**src/rtl/nn_pkg.sv**
```systemverilog
// -----------------------------------------------------------------------------
// nn_pkg
// Shared constants and types for the small neural-network slice.
//   NUM_NEURONS : default number of hidden neurons sequenced per pass
//   NUM_INPUTS  : width of the input vector x (one weight per input)
//   W_WIDTH     : weight width, unsigned 1.7 fixed point
//   ACC_WIDTH   : width of one hidden_neuron result
//   seq_state_t : hidden-layer sequencer FSM encoding
// -----------------------------------------------------------------------------
package nn_pkg;

    localparam int NUM_NEURONS = 4;
    localparam int NUM_INPUTS  = 4;
    localparam int W_WIDTH     = 8;
    localparam int ACC_WIDTH   = 10;

    typedef enum logic [1:0] {
        SEQ_IDLE    = 2'd0,
        SEQ_ISSUE   = 2'd1,
        SEQ_CAPTURE = 2'd2,
        SEQ_DONE    = 2'd3
    } seq_state_t;

endpackage

```
**src/rtl/hidden_layer_sequencer_if.sv**
```systemverilog
// -----------------------------------------------------------------------------
// hidden_layer_sequencer_if
// Groups the two buses of the hidden-layer sequencer:
//   neuron side : nrn_en, nrn_x, nrn_w0..nrn_w3 towards hidden_neuron,
//                 nrn_result back from its output register
//   stream side : h_valid, h_idx, h_data towards the output layer
// Modports:
//   master : the sequencer (drives everything except nrn_result)
//   slave  : the neuron datapath / output layer side
// -----------------------------------------------------------------------------
interface hidden_layer_sequencer_if #(
    parameter int NUM_NEURONS = nn_pkg::NUM_NEURONS,
    parameter int W_WIDTH     = nn_pkg::W_WIDTH,
    parameter int ACC_WIDTH   = nn_pkg::ACC_WIDTH
);

    localparam int IDX_W = $clog2(NUM_NEURONS);

    logic                 nrn_en;
    logic [3:0]           nrn_x;
    logic [W_WIDTH-1:0]   nrn_w0;
    logic [W_WIDTH-1:0]   nrn_w1;
    logic [W_WIDTH-1:0]   nrn_w2;
    logic [W_WIDTH-1:0]   nrn_w3;
    logic [ACC_WIDTH-1:0] nrn_result;

    logic                 h_valid;
    logic [IDX_W-1:0]     h_idx;
    logic [ACC_WIDTH-1:0] h_data;

    modport master (
        output nrn_en, nrn_x, nrn_w0, nrn_w1, nrn_w2, nrn_w3,
        input  nrn_result,
        output h_valid, h_idx, h_data
    );

    modport slave (
        input  nrn_en, nrn_x, nrn_w0, nrn_w1, nrn_w2, nrn_w3,
        output nrn_result,
        input  h_valid, h_idx, h_data
    );

endinterface

```
**src/rtl/hidden_layer_sequencer_weight_bank.sv**
```systemverilog
// -----------------------------------------------------------------------------
// weight_bank
// NUM_NEURONS entries of {w3,w2,w1,w0}; synchronous write, asynchronous read,
// asynchronous active-low clear of every entry.
//   clk_i     : clock, rising edge
//   rst_i     : asynchronous active-low clear
//   wr_en_i   : write wr_data_i into entry wr_addr_i this cycle
//   wr_addr_i : entry to write; out-of-range addresses are dropped
//   wr_data_i : {w3,w2,w1,w0}
//   rd_addr_i : entry to read combinationally
//   rd_data_o : contents of entry rd_addr_i (zero when out of range)
// -----------------------------------------------------------------------------
module weight_bank #(
    parameter int NUM_NEURONS = nn_pkg::NUM_NEURONS,
    parameter int W_WIDTH     = nn_pkg::W_WIDTH,
    parameter int IDX_W       = $clog2(NUM_NEURONS)
) (
    input  logic                 clk_i,
    input  logic                 rst_i,
    input  logic                 wr_en_i,
    input  logic [IDX_W-1:0]     wr_addr_i,
    input  logic [4*W_WIDTH-1:0] wr_data_i,
    input  logic [IDX_W-1:0]     rd_addr_i,
    output logic [4*W_WIDTH-1:0] rd_data_o
);

    logic [4*W_WIDTH-1:0] bank_q [NUM_NEURONS];
    logic                 wr_in_range;
    logic                 rd_in_range;

    // Addresses are widened before comparing so the range check stays
    // meaningful when NUM_NEURONS is not a power of two.
    assign wr_in_range = (32'(wr_addr_i) < 32'(NUM_NEURONS));
    assign rd_in_range = (32'(rd_addr_i) < 32'(NUM_NEURONS));

    // Storage: cleared as a whole on reset, one entry written per cycle.
    always_ff @(posedge clk_i or negedge rst_i) begin
        if (!rst_i) begin
            for (int i = 0; i < NUM_NEURONS; i++) begin
                bank_q[i] <= '0;
            end
        end else if (wr_en_i && wr_in_range) begin
            bank_q[wr_addr_i] <= wr_data_i;
        end
    end

    // Combinational read so the current neuron's weights are ready in ISSUE.
    assign rd_data_o = rd_in_range ? bank_q[rd_addr_i] : '0;

endmodule

```
**src/rtl/hidden_layer_sequencer.sv**
```systemverilog
// -----------------------------------------------------------------------------
// hidden_layer_sequencer
// Time-multiplexes one hidden_neuron datapath across NUM_NEURONS neurons.
// Each neuron takes an ISSUE cycle (enable + weights to the neuron) and a
// CAPTURE cycle (registered neuron result streamed out with its index); a
// single DONE cycle closes the pass.
//   clk_i        : clock, rising edge
//   rst_i        : asynchronous active-low reset
//   wload_en_i   : write one neuron's weight set (honoured in IDLE/DONE only)
//   wload_addr_i : neuron index to write
//   wload_data_i : {w3,w2,w1,w0}
//   start_i      : begin a pass, sampled only in IDLE
//   x_i          : input vector, latched when start is accepted
//   busy_o       : pass in progress (ISSUE/CAPTURE)
//   done_o       : one-cycle pulse after the last result
//   bus          : neuron datapath and h-stream signals (master side)
// -----------------------------------------------------------------------------
module hidden_layer_sequencer #(
    parameter int NUM_NEURONS = nn_pkg::NUM_NEURONS,
    parameter int W_WIDTH     = nn_pkg::W_WIDTH,
    parameter int ACC_WIDTH   = nn_pkg::ACC_WIDTH,
    localparam int IDX_W      = $clog2(NUM_NEURONS)
) (
    input  logic                     clk_i,
    input  logic                     rst_i,
    input  logic                     wload_en_i,
    input  logic [IDX_W-1:0]         wload_addr_i,
    input  logic [4*W_WIDTH-1:0]     wload_data_i,
    input  logic                     start_i,
    input  logic [3:0]               x_i,
    output logic                     busy_o,
    output logic                     done_o,
    hidden_layer_sequencer_if.master bus
);

    import nn_pkg::*;

    localparam logic [IDX_W-1:0] LAST_IDX = IDX_W'(NUM_NEURONS - 1);

    seq_state_t           state_q;
    seq_state_t           state_d;
    logic [IDX_W-1:0]     idx_q;
    logic [IDX_W-1:0]     idx_d;
    logic [3:0]           x_q;
    logic [IDX_W-1:0]     h_idx_q;
    logic [ACC_WIDTH-1:0] h_data_q;
    logic                 in_idle;
    logic                 in_capture;
    logic                 start_accept;
    logic                 bank_we;
    logic [4*W_WIDTH-1:0] cur_w;

    assign in_idle      = (state_q == SEQ_IDLE);
    assign in_capture   = (state_q == SEQ_CAPTURE);
    assign start_accept = in_idle && start_i;

    // Writes are locked out while busy so bank[idx] cannot change under a
    // running pass; a write alongside an accepted start still commits and
    // the first ISSUE reads the new value.
    assign bank_we = wload_en_i && (in_idle || (state_q == SEQ_DONE));

    weight_bank #(
        .NUM_NEURONS (NUM_NEURONS),
        .W_WIDTH     (W_WIDTH),
        .IDX_W       (IDX_W)
    ) u_weight_bank (
        .clk_i     (clk_i),
        .rst_i     (rst_i),
        .wr_en_i   (bank_we),
        .wr_addr_i (wload_addr_i),
        .wr_data_i (wload_data_i),
        .rd_addr_i (idx_q),
        .rd_data_o (cur_w)
    );

    // State, index, input latch and held h-stream values.
    always_ff @(posedge clk_i or negedge rst_i) begin
        if (!rst_i) begin
            state_q  <= SEQ_IDLE;
            idx_q    <= '0;
            x_q      <= '0;
            h_idx_q  <= '0;
            h_data_q <= '0;
        end else begin
            state_q <= state_d;
            idx_q   <= idx_d;
            if (start_accept) begin
                x_q <= x_i;
            end
            if (in_capture) begin
                h_idx_q  <= idx_q;
                h_data_q <= bus.nrn_result;
            end
        end
    end

    // Next state and index. The index only returns to zero on DONE->IDLE,
    // so it never has to wrap on its own.
    always_comb begin
        state_d = state_q;
        idx_d   = idx_q;
        unique case (state_q)
            SEQ_IDLE: begin
                if (start_i) begin
                    state_d = SEQ_ISSUE;
                end
            end
            SEQ_ISSUE: begin
                state_d = SEQ_CAPTURE;
            end
            SEQ_CAPTURE: begin
                if (idx_q == LAST_IDX) begin
                    state_d = SEQ_DONE;
                end else begin
                    state_d = SEQ_ISSUE;
                    idx_d   = idx_q + 1'b1;
                end
            end
            SEQ_DONE: begin
                state_d = SEQ_IDLE;
                idx_d   = '0;
            end
            default: begin
                state_d = SEQ_IDLE;
                idx_d   = '0;
            end
        endcase
    end

    // Outputs decode the registered state. The neuron result is registered
    // inside hidden_neuron, so it is already valid during CAPTURE and is
    // passed straight out then; outside CAPTURE the captured copy is held.
    assign busy_o      = (state_q == SEQ_ISSUE) || in_capture;
    assign done_o      = (state_q == SEQ_DONE);

    assign bus.nrn_en  = (state_q == SEQ_ISSUE);
    assign bus.nrn_x   = x_q;
    assign bus.nrn_w0  = cur_w[0*W_WIDTH +: W_WIDTH];
    assign bus.nrn_w1  = cur_w[1*W_WIDTH +: W_WIDTH];
    assign bus.nrn_w2  = cur_w[2*W_WIDTH +: W_WIDTH];
    assign bus.nrn_w3  = cur_w[3*W_WIDTH +: W_WIDTH];

    assign bus.h_valid = in_capture;
    assign bus.h_idx   = in_capture ? idx_q : h_idx_q;
    assign bus.h_data  = in_capture ? bus.nrn_result : h_data_q;

endmodule

```
**src/flat_wrapper.sv**
```systemverilog
// flat-port wrapper written by rule: the top's interface ports become plain ports
module hidden_layer_sequencer_flat import nn_pkg::*;
#(
    parameter int NUM_NEURONS = nn_pkg::NUM_NEURONS,
    parameter int W_WIDTH     = nn_pkg::W_WIDTH,
    parameter int ACC_WIDTH   = nn_pkg::ACC_WIDTH,
    localparam int IDX_W      = $clog2(NUM_NEURONS)
)
  (clk_i, rst_i, wload_en_i, wload_addr_i, wload_data_i, start_i, x_i, busy_o, done_o, bus_nrn_en, bus_nrn_x, bus_nrn_w0, bus_nrn_w1, bus_nrn_w2, bus_nrn_w3, bus_nrn_result, bus_h_valid, bus_h_idx, bus_h_data);
  hidden_layer_sequencer_if #(.NUM_NEURONS(NUM_NEURONS), .W_WIDTH(W_WIDTH), .ACC_WIDTH(ACC_WIDTH)) bus_i ();
  input  logic clk_i;
  input  logic rst_i;
  input  logic wload_en_i;
  input  logic [IDX_W-1:0] wload_addr_i;
  input  logic [4*W_WIDTH-1:0] wload_data_i;
  input  logic start_i;
  input  logic [3:0] x_i;
  output logic busy_o;
  output logic done_o;
  output wire logic [$bits(bus_i.nrn_en)-1:0] bus_nrn_en;
  output wire logic [$bits(bus_i.nrn_x)-1:0] bus_nrn_x;
  output wire logic [$bits(bus_i.nrn_w0)-1:0] bus_nrn_w0;
  output wire logic [$bits(bus_i.nrn_w1)-1:0] bus_nrn_w1;
  output wire logic [$bits(bus_i.nrn_w2)-1:0] bus_nrn_w2;
  output wire logic [$bits(bus_i.nrn_w3)-1:0] bus_nrn_w3;
  input wire logic [$bits(bus_i.nrn_result)-1:0] bus_nrn_result;
  output wire logic [$bits(bus_i.h_valid)-1:0] bus_h_valid;
  output wire logic [$bits(bus_i.h_idx)-1:0] bus_h_idx;
  output wire logic [$bits(bus_i.h_data)-1:0] bus_h_data;
  assign bus_nrn_en = bus_i.nrn_en;
  assign bus_nrn_x = bus_i.nrn_x;
  assign bus_nrn_w0 = bus_i.nrn_w0;
  assign bus_nrn_w1 = bus_i.nrn_w1;
  assign bus_nrn_w2 = bus_i.nrn_w2;
  assign bus_nrn_w3 = bus_i.nrn_w3;
  assign bus_i.nrn_result = bus_nrn_result;
  assign bus_h_valid = bus_i.h_valid;
  assign bus_h_idx = bus_i.h_idx;
  assign bus_h_data = bus_i.h_data;
  hidden_layer_sequencer #(.NUM_NEURONS(NUM_NEURONS), .W_WIDTH(W_WIDTH), .ACC_WIDTH(ACC_WIDTH)) u_core (.clk_i(clk_i), .rst_i(rst_i), .wload_en_i(wload_en_i), .wload_addr_i(wload_addr_i), .wload_data_i(wload_data_i), .start_i(start_i), .x_i(x_i), .busy_o(busy_o), .done_o(done_o), .bus(bus_i));
endmodule
```
**config.mk**
```make
export PLATFORM = sky130hd
export DESIGN_NAME = hidden_layer_sequencer_flat
export DESIGN_NICKNAME = d
export VERILOG_FILES = /design/src/rtl/nn_pkg.sv /design/src/rtl/hidden_layer_sequencer_if.sv /design/src/rtl/hidden_layer_sequencer_weight_bank.sv /design/src/rtl/hidden_layer_sequencer.sv /design/src/flat_wrapper.sv
export SDC_FILE = /design/constraint.sdc
export NUM_CORES = 1
export LEC_CHECK = 0
export ABC_AREA = 1
export BUFFER_PORTS_ARGS = -buffer_cell sky130_fd_sc_hd__buf_2
export CORE_ASPECT_RATIO = 0.8
export CORE_MARGIN = 2
export CORE_UTILIZATION = 53
export DETAILED_ROUTE_END_ITERATION = 6
export PLACE_DENSITY = 0.71
export RECOVER_POWER = 50
export SLEW_MARGIN = 30
export SYNTH_ARGS = -nofsm -noshare
export SYNTH_HDL_FRONTEND = slang
export SYNTH_SLANG_ARGS = --single-unit
```
**constraint.sdc**
```tcl
create_clock -name clk_i -period 3.3 [get_ports clk_i]
set_input_delay 0.33 -clock clk_i [delete_from_list [all_inputs] [get_ports clk_i]]
set_output_delay 0.33 -clock clk_i [all_outputs]
set_load 0.02 [all_outputs]
```
Word level (Yosys, flattened, before mapping)
Index checks and enable logic that the tools add are counted.
{ "classes": {"n_eq_ne": 6, "add_sub_neg": 1, "n_div": 0, "n_bitwise": 2, "reduce_logical": 8, "n_shift": 0, "magnitude_cmp": 3, "mul": 0, "muxes": 13} }
{ "op_table": {"columns": ["operator", "count"], "rows": [
  ["$bwmux 128", 1],
  ["$mux 32", 3],
  ["$bmux 32 s2", 1],
  ["$demux 32 s2", 1],
  ["$mux 10", 1],
  ["$mux 2", 4],
  ["$pmux 2 s4", 1],
  ["$eq 2x2->1 const B", 3],
  ["$ge 3x3->1 const B", 2],
  ["$not 2->3", 2],
  ["$ne 2x2->1 const B", 2],
  ["$pmux 2 s2", 1],
  ["$logic_and 1x1->1", 3],
  ["$lt 3x1->1 const B", 1],
  ["$add 2x1->2 const B", 1],
  ["$eq 2x1->1 const B", 1],
  ["$logic_not 2->1", 1],
  ["$logic_or 1x1->1", 2],
  ["$reduce_and 2->1", 1],
  ["$reduce_bool 2->1", 1]
]} }
{ "word_totals": {"n_memories": 0, "ramBits": 0, "inputBits": 52, "output_inout_bits": 52, "reg_bits": 148, "latchBits": 0, "romBits": 0} }

Longest topological paths before layout
Gate-level depths: netlist of the first run.
{ "logic_depth": {"ltp_word": 6, "mapped_depth": 8, "depth_no_buf": 7} }

Hierarchy
Synthesis of the first run repeated with hierarchy kept, for this count alone.
{ "hier_totals": {"cells_unflattened": 1042, "hier_area_um2": 7842.5} }
{ "modules_own_cells": {"columns": ["mod", "cells_per_inst", "instances", "seq_area_each_um2", "area_per_inst_um2"], "rows": [
  ["weight_bank", 936, 1, 3203.1, 6931.6],
  ["hidden_layer_sequencer", 106, 1, 500.5, 910.9]
]} }

Least setup slack after synthesis of the first run
Ideal clock, no wire load.
{ "synth_path": {"path_kind": "reg-to-output", "startpoint": "reg u_core.state_q[0]", "endpoint": "out bus_h_idx[1]", "path_stages_with_launch": 5, "path_buffers": 0, "setup_slack_ns": 1.418, "arrival_ns": 1.552, "path_cell_list": "dfrtp_1 inv_1 ha_1 inv_1 o21ai_0"} }
{ "synth_via": {"elab_chain_len": 2} }
{ "synth_rtl": {"columns": ["item", "line_no", "source"], "rows": [
  ["start, declared", "hidden_layer_sequencer.sv:40", "seq_state_t state_q;"],
  ["start signal, assigned", "hidden_layer_sequencer.sv:85", "state_q <= state_d;"],
  ["$eq 2x2->1", "hidden_layer_sequencer.sv:54", "assign in_capture = (state_q == SEQ_CAPTURE);"],
  ["named net bus_h_valid", "flat_wrapper.sv:27", "output wire logic [$bits(bus_i.h_valid)-1:0] bus_h_valid;"],
  ["$mux 2", "hidden_layer_sequencer.sv:144", "assign bus.h_idx = in_capture ? idx_q : h_idx_q;"],
  ["end, declared", "flat_wrapper.sv:28", "output wire logic [$bits(bus_i.h_idx)-1:0] bus_h_idx;"]
]} }
The timed path passes the listed nets, and every way through them passes these cells.

Final worst setup path of the first run
{ "layout_path": {"startpoint": "reg u_core.idx_q[0]", "endpoint": "out bus_nrn_w1[7]"} }
{ "layout_via": {"elab_chain_len": 4} }
{ "layout_rtl": {"columns": ["item", "line_no", "source"], "rows": [
  ["start, declared", "hidden_layer_sequencer.sv:42", "logic [IDX_W-1:0] idx_q;"],
  ["start signal, assigned", "hidden_layer_sequencer.sv:86", "idx_q <= idx_d;"],
  ["$not 2->3 (implied by the code)", "hidden_layer_sequencer_weight_bank.sv:48", "assign rd_data_o = rd_in_range ? bank_q[rd_addr_i] : '0;"],
  ["$bmux 32 s2", "hidden_layer_sequencer_weight_bank.sv:48", null],
  ["$mux 32 (implied by the code) (2 in series)", "hidden_layer_sequencer_weight_bank.sv:48", null],
  ["end, declared", "flat_wrapper.sv:23", "output wire logic [$bits(bus_i.nrn_w1)-1:0] bus_nrn_w1;"]
]} }
No other way between the ends. The select of a mux whose other input is x is not followed.

==> impl_metrics.py, run 1 <==
metrics = {
    "floorplan": {
        "rows": 38,
        "fp.dieH_um": 109,
        "io_pins": 104,
        "dieArea_um2": 14900,
        "die_w_um": 136,
        "initial_core_util": 0.544,
        "coreArea_um2": 13600,
    },
    "clock_tree": {
        "root_buffer": "clkbuf_16",
        "clockBufferDepth": 2,
        "clkTransAtPathRegs_ns": 0.06,
        "post_cts_buffers": 0,
        "ctsHoldBuffers": 1,
        "cts_resized": 0,
        "cts_sinks": 148,
        "cts_tree": "done",
        "clk_latency_ns": 0.42,
        "cts_inserted_buffers": 17,
        "cts_max_level": 4,
    },
    "timing": {
        "max_slew_margin": -0.101,
        "setup_tns_ns": 0,
        "rsz0062_at_grt": "no",
        "min_period_ns": 2.47,
        "finalSetupViolations": 0,
        "hold_violations": 0,
        "fmax_mhz": 405,
        "final_max_slew_viol_count": 67,
        "skew_ns": 0.00555,
        "finalCritPeriodShare": 0.748,
        "worst_pin_slew_ns": 1.65,
        "layout_setup_ws_ns": 0.832,
    },
    "power_and_ir_drop": {
        "ir_worst_vdd_uv": 504,
        "p_leak_nw": 4.91,
        "power_density_nw_per_um2": 1050,
    },
    "cells_and_area": {
        "drive_gt1_frac": 0.153,
        "layout.nets": 1153,
        "area_growth_syn_to_layout_pct": 15.8,
        "final_common_cell": "nand2_1",
        "final_cell_mix": "475 x nand2_1, 168 x nand3_1, 147 x dfrtp_1",
        "final_util": 0.630,
        "design_area_um2": 8530,
    },
    "critical_path": {
        "worst_r2r_startpoint": "u_core.state_q[1]",
        "cp_slowest_cell": "inv_2",
        "crit_path_start_kind": "register",
        "worstPathCellList": "inv_2 -> nand2_1 -> nand3_1 -> nand2_1 -> buf_2",
        "critical-path-max-stage-delay_ns": 0.62,
        "cp.buffers_inverters": 2,
        "worstReg2RegEnd": "u_core.u_weight_bank.bank_q[26]",
        "cp.arrival_ns": 2.14,
        "reg2regPathDepth": 8,
        "cp.required_ns": 2.97,
        "reg2reg_slack_ns": 0.93,
        "cp_max_fo": 33,
        "crit_path_end_kind": "output port",
        "cp_top_family": "buffers and inverters",
        "cpMostUsedCell": "nand2_1",
        "crit_type": "register to output port",
    },
    "place": {
        "place.gp.congestion": 0.775,
        "dpl-instance-area_um2": 8020,
        "io_buffers": 103,
        "detailedPlace.worstSlack_ns": 0.977,
        "dp_hpwl_um": 11300,
    },
    "hold_path": {
        "hold_end": "u_core.h_data_q[4]",
        "min-delay-start": "bus_nrn_result[4]",
        "holdPathStages": 3,
        "hp-class": "primary input to register",
    },
    "yosys": {
        "synth.top_cell.area_share": 0.503,
        "synth.cell_area_um2": 7370,
        "synth_fp_nets": 1066,
        "syn_inst": 1007,
        "synth.avg_cell_area_um2": 7.32,
        "yosys_warnings": 0,
        "ys_ff_latch": 148,
        "synth_area_leader_cell": "dfrtp_1",
        "synth_cell_types": 17,
        "ys_seq_area_frac": 0.503,
        "ys_top_cells_by_area": "dfrtp_1 50%, nand2_1 24%, nand3_1 11%",
    },
    "grt": {
        "grt_max_degree": 75,
        "grt_pass1_vias": 6172,
        "grt_util_all_layers": 0.265,
        "antenna_found_initial": 1,
        "grt_pass1_wl_um": 30700,
        "overflow": 0,
    },
    "flow_run": {
        "cap_violations": 1,
    },
    "drt": {
        "vias": 6487,
        "drt_iter0_markers": 641,
        "postRouteAntennaNets": 0,
        "post_drt_wl_per_cell_um": 14.3,
        "firstDrtPassIters": 5,
        "viasPerCell": 5.04,
        "route.detailed.drc": 0,
        "totalWireLength_um": 18400,
    },
    "status": {
        "violations": "capacitance limit, slew limit",
        "outcome": "complete, but fails checks",
    },
}
## cells by family after synthesis
family                     share of synthesized area
DFF                                            0.503
AOI/OAI and AO/OA                            0.00272
and+or+nand+nor                                0.391
adders and majority gates                     0.0119
buffers and inverters                         0.0921
## registers in the layout, summed over array words and instances, names as in the netlist
register	count
u_core.u_weight_bank.bank_q	128
u_core.h_data_q	10
u_core.bus.nrn_x	4
u_core.h_idx_q	2
u_core.idx_q	2
u_core.state_q	2
## layout make-up
class,count,area [um2]
diodes,1,2.50
clock buffers,21,440
clock inverters,11,83.8
fillers,1212,5020
inverters,109,409
multi-input cells,693,2990
flip-flops and latches,148,3700
well taps,180,225
repair buffers,125,681
## stage by stage
step,cells,power (mW),hold WS [ns]
4_1_cts,1287,9.04,0.122
3_3_place_gp,1254,7.19,0.356
5_1_grt,1288,9.77,0.137
3_5_place_dp,1254,7.27,0.355
6_report,1288,8.99,0.128
2_1_floorplan,1007,6.04,0.0344
## worst max-delay path by stage
| stage | start | depth (start not counted) | to |
|---|---|---|---|
| detailed placement | u_core.state_q[1] | 8 | u_core.u_weight_bank.bank_q[18] |
| floorplan | u_core.state_q[0] | 4 | bus_h_idx[1] |
| CTS | u_core.idx_q[0] | 5 | bus_nrn_w1[7] |
| finish | u_core.idx_q[0] | 5 | bus_nrn_w1[7] |
| global placement | u_core.state_q[0] | 8 | u_core.u_weight_bank.bank_q[18] |
| global route | rst_i | 3 | u_core.u_weight_bank.bank_q[97] |
## power breakdown
part | internal, mW | switching (mW) | leakage [nW]
clock network | 0.961 | 0.775 | 0.232
registers | 2.66 | 0.483 | 1.84
logic | 1.39 | 2.71 | 2.84
## Yosys cell counts
master,n
nand2_1,475
nand3_1,168
dfrtp_1,148
inv_1,104
buf_2,32
or2_1,20
clkbuf_1,17
or2_2,12
ha_1,7
inv_2,5
buf_1,4
buf_4,4
nor2_4,3
o21ai_0,3
nor2_1,2
nor2_2,2
o21ai_1,1
## worst reg2reg max path: stages, from the launching register on
cell,delay [ns]
dfrtp_1,0.44
inv_1,0.13
ha_1,0.35
nor2_4,0.14
buf_4,0.62
nand2_1,0.18
buf_4,0.25
nand2_1,0.09
nand2_1,0.06
## per-layer routing
layer | vias up | share of wire | GRT usage
met5 | - | 0 | 0
met4 | 0 | 0.012 | 0.0603
met3 | 18 | 0.061 | 0.0572
met2 | 193 | 0.46 | 0.436
met1 | 3037 | 0.47 | 0.365
li1 | 3239 | - | -
Note: power is estimated with default switching activity, not from simulation.
==> run 2, diff against run 1 <==
Settings changed: CORE_UTILIZATION 53 to 52, PLACE_DENSITY 0.71 to 0.72.
Clock period 3.3 ns to 2.2 ns, I/O delays scaled along.
==> run 2 against run 1 <==
Effect of this change:
- the run now ends clean
- combinational power up 57%
- worst hold slack worse by 0.11 ns
- register-to-register slack worse by 0.51 ns
- clock skew fell by 0.00056 ns
- via count increased by 0.97%
- largest cell class unchanged
==> impl_metrics.py, run 2 (same netlist as run 1, synthesis figures left out) <==
metrics = {
    "status": {
        "outcome": "complete, no violations",
    },
    "timing": {
        "final_max_slew_viol_count": 0,
        "worst_pin_slew_ns": 1.13,
        "hold_violations": 0,
        "fmax_mhz": 488,
        "finalCritPeriodShare": 0.931,
        "skew_ns": 0.00499,
        "max_slew_margin": 0.245,
        "min_period_ns": 2.05,
        "setup_tns_ns": 0,
        "layout_setup_ws_ns": 0.151,
        "rsz0062_at_grt": "no",
        "finalSetupViolations": 0,
    },
    "critical_path": {
        "reg2regPathDepth": 6,
        "crit_type": "register to output port",
        "cp_slowest_cell": "dfrtp_1",
        "crit_path_start_kind": "register",
        "crit_path_end_kind": "output port",
        "reg2reg_slack_ns": 0.42,
        "worstPathCellList": "inv_1 -> ha_2 -> clkinvlp_4 -> clkbuf_1 -> o21ai_1 -> buf_2",
        "critical-path-max-stage-delay_ns": 0.43,
        "cp_max_fo": 6,
        "cp.required_ns": 1.98,
        "cp.arrival_ns": 1.83,
    },
    "clock_tree": {
        "cts_inserted_buffers": 17,
        "clk_latency_ns": 0.42,
        "cts_max_level": 4,
        "cts_sinks": 148,
        "clockBufferDepth": 2,
        "root_buffer": "clkbuf_16",
        "cts_tree": "done",
        "clkTransAtPathRegs_ns": 0.06,
    },
    "cells_and_area": {
        "final_cell_mix": "475 x nand2_1, 168 x nand3_1, 147 x dfrtp_1",
        "regArea_um2": 3700,
        "area_growth_syn_to_layout_pct": 18.1,
        "final_common_cell": "nand2_1",
        "fillers": 1250,
        "drive_gt1_frac": 0.162,
        "largest_register_ffs": 128,
        "top_register": "u_core.u_weight_bank.bank_q",
        "multiInputGateArea_um2": 2990,
        "finalNonFillerCells": 1297,
        "layout.nets": 1163,
    },
    "drt": {
        "post_drt_wl_per_cell_um": 14.3,
        "route.detailed.drc": 0,
        "postRouteAntennaNets": 0,
        "drt_iter0_markers": 700,
        "wl_met2_um": 8450,
        "firstDrtPassIters": 5,
        "wl_met3_um": 984,
        "vias": 6550,
        "totalWireLength_um": 18600,
        "viasPerCell": 5.05,
        "top_layer": "met4",
        "m1WireLength_um": 8690,
    },
    "power_and_ir_drop": {
        "power_density_nw_per_um2": 1590,
        "p_leak_nw": 5.01,
        "ir_worst_vdd_uv": 803,
        "total_power_mw": 13.9,
    },
    "floorplan": {
        "coreArea_um2": 13700,
        "dieArea_um2": 15100,
        "fp.dieH_um": 110,
        "rows": 38,
        "initial_core_util": 0.538,
        "io_pins": 104,
        "die_w_um": 137,
    },
    "grt": {
        "antenna_found_initial": 1,
        "grt_pass1_vias": 6316,
        "grt_pass1_wl_um": 31300,
        "grt_max_degree": 63,
        "overflow": 0,
        "grt_util_all_layers": 0.263,
    },
    "hold_path": {
        "holdPathStages": 3,
        "hp-class": "primary input to register",
    },
    "place": {
        "place.gp.congestion": 0.826,
        "dpl.cell_count": 1262,
        "detailedPlace.worstSlack_ns": 0.437,
        "io_buffers": 103,
        "dp_hpwl_um": 11600,
    },
    "flow_run": {
        "cap_violations": 0,
    },
}
run 2: worst max-delay path: cells and delay by family (launching register included):
kind	cells	cell delay, ns
AO/OA/AOI/OAI	1	0.14
adder cells (fa/ha/maj)	1	0.22
buffers and inverters	4	0.62
flip-flops	1	0.43
run 2: worst paths after layout:
path                                    start                              end
setup / recovery            u_core.state_q[0]                     bus_h_idx[0]
hold / removal              bus_nrn_result[5]               u_core.h_data_q[5]
setup reg to reg            u_core.state_q[0]  u_core.u_weight_bank.bank_q[69]
hold reg to reg            u_core.h_data_q[0]               u_core.h_data_q[0]
max in group asynchronous               rst_i  u_core.u_weight_bank.bank_q[64]
min in group asynchronous               rst_i  u_core.u_weight_bank.bank_q[21]
run 2: per-layer routing:
layer | track usage | up-vias
li1 | - | 3266
met1 | 0.373 | 3081
met2 | 0.396 | 172
met3 | 0.0537 | 31
met4 | 0.100 | 0
met5 | 0 | -
run 2: timing repair:
| action | CTS | global route |
|---|---|---|
| resized for setup | 0 | 2 |
| endpoints found under the setup margin | 0 | 12 |
| buffers inserted | 0 | 2 |
| hold buffers | 1 | 0 |
| endpoints found under the hold margin | 42 | 0 |
run 2: cell type report:
class | count | area share
Sequential cell | 148 | 0.426
Multi-Input combinational cell | 693 | 0.343
Timing Repair Buffer | 135 | 0.0920
Clock buffer | 19 | 0.0498
Inverter | 109 | 0.0475
Tap cell | 180 | 0.0259
Clock inverter | 12 | 0.0152
Antenna cell | 1 | 0.000288
run 2: metrics by stage:
stage	cell area [um2]	utilization	hold slack, ns
floorplan	7370	-	-0.0756
global placement	8130	0.593	0.177
detailed placement	8130	0.593	0.178
CTS	8700	0.636	0.00805
global route	8700	0.635	0.0183
finish	8700	0.635	0.0184
run 2: report_power, final:
| group | internal [mW] | switching, mW | total, mW |
|---|---|---|---|
| Clock | 1.66 | 1.12 | 2.79 |
| Combinational | 2.22 | 4.22 | 6.45 |
| Sequential | 3.99 | 0.631 | 4.62 |
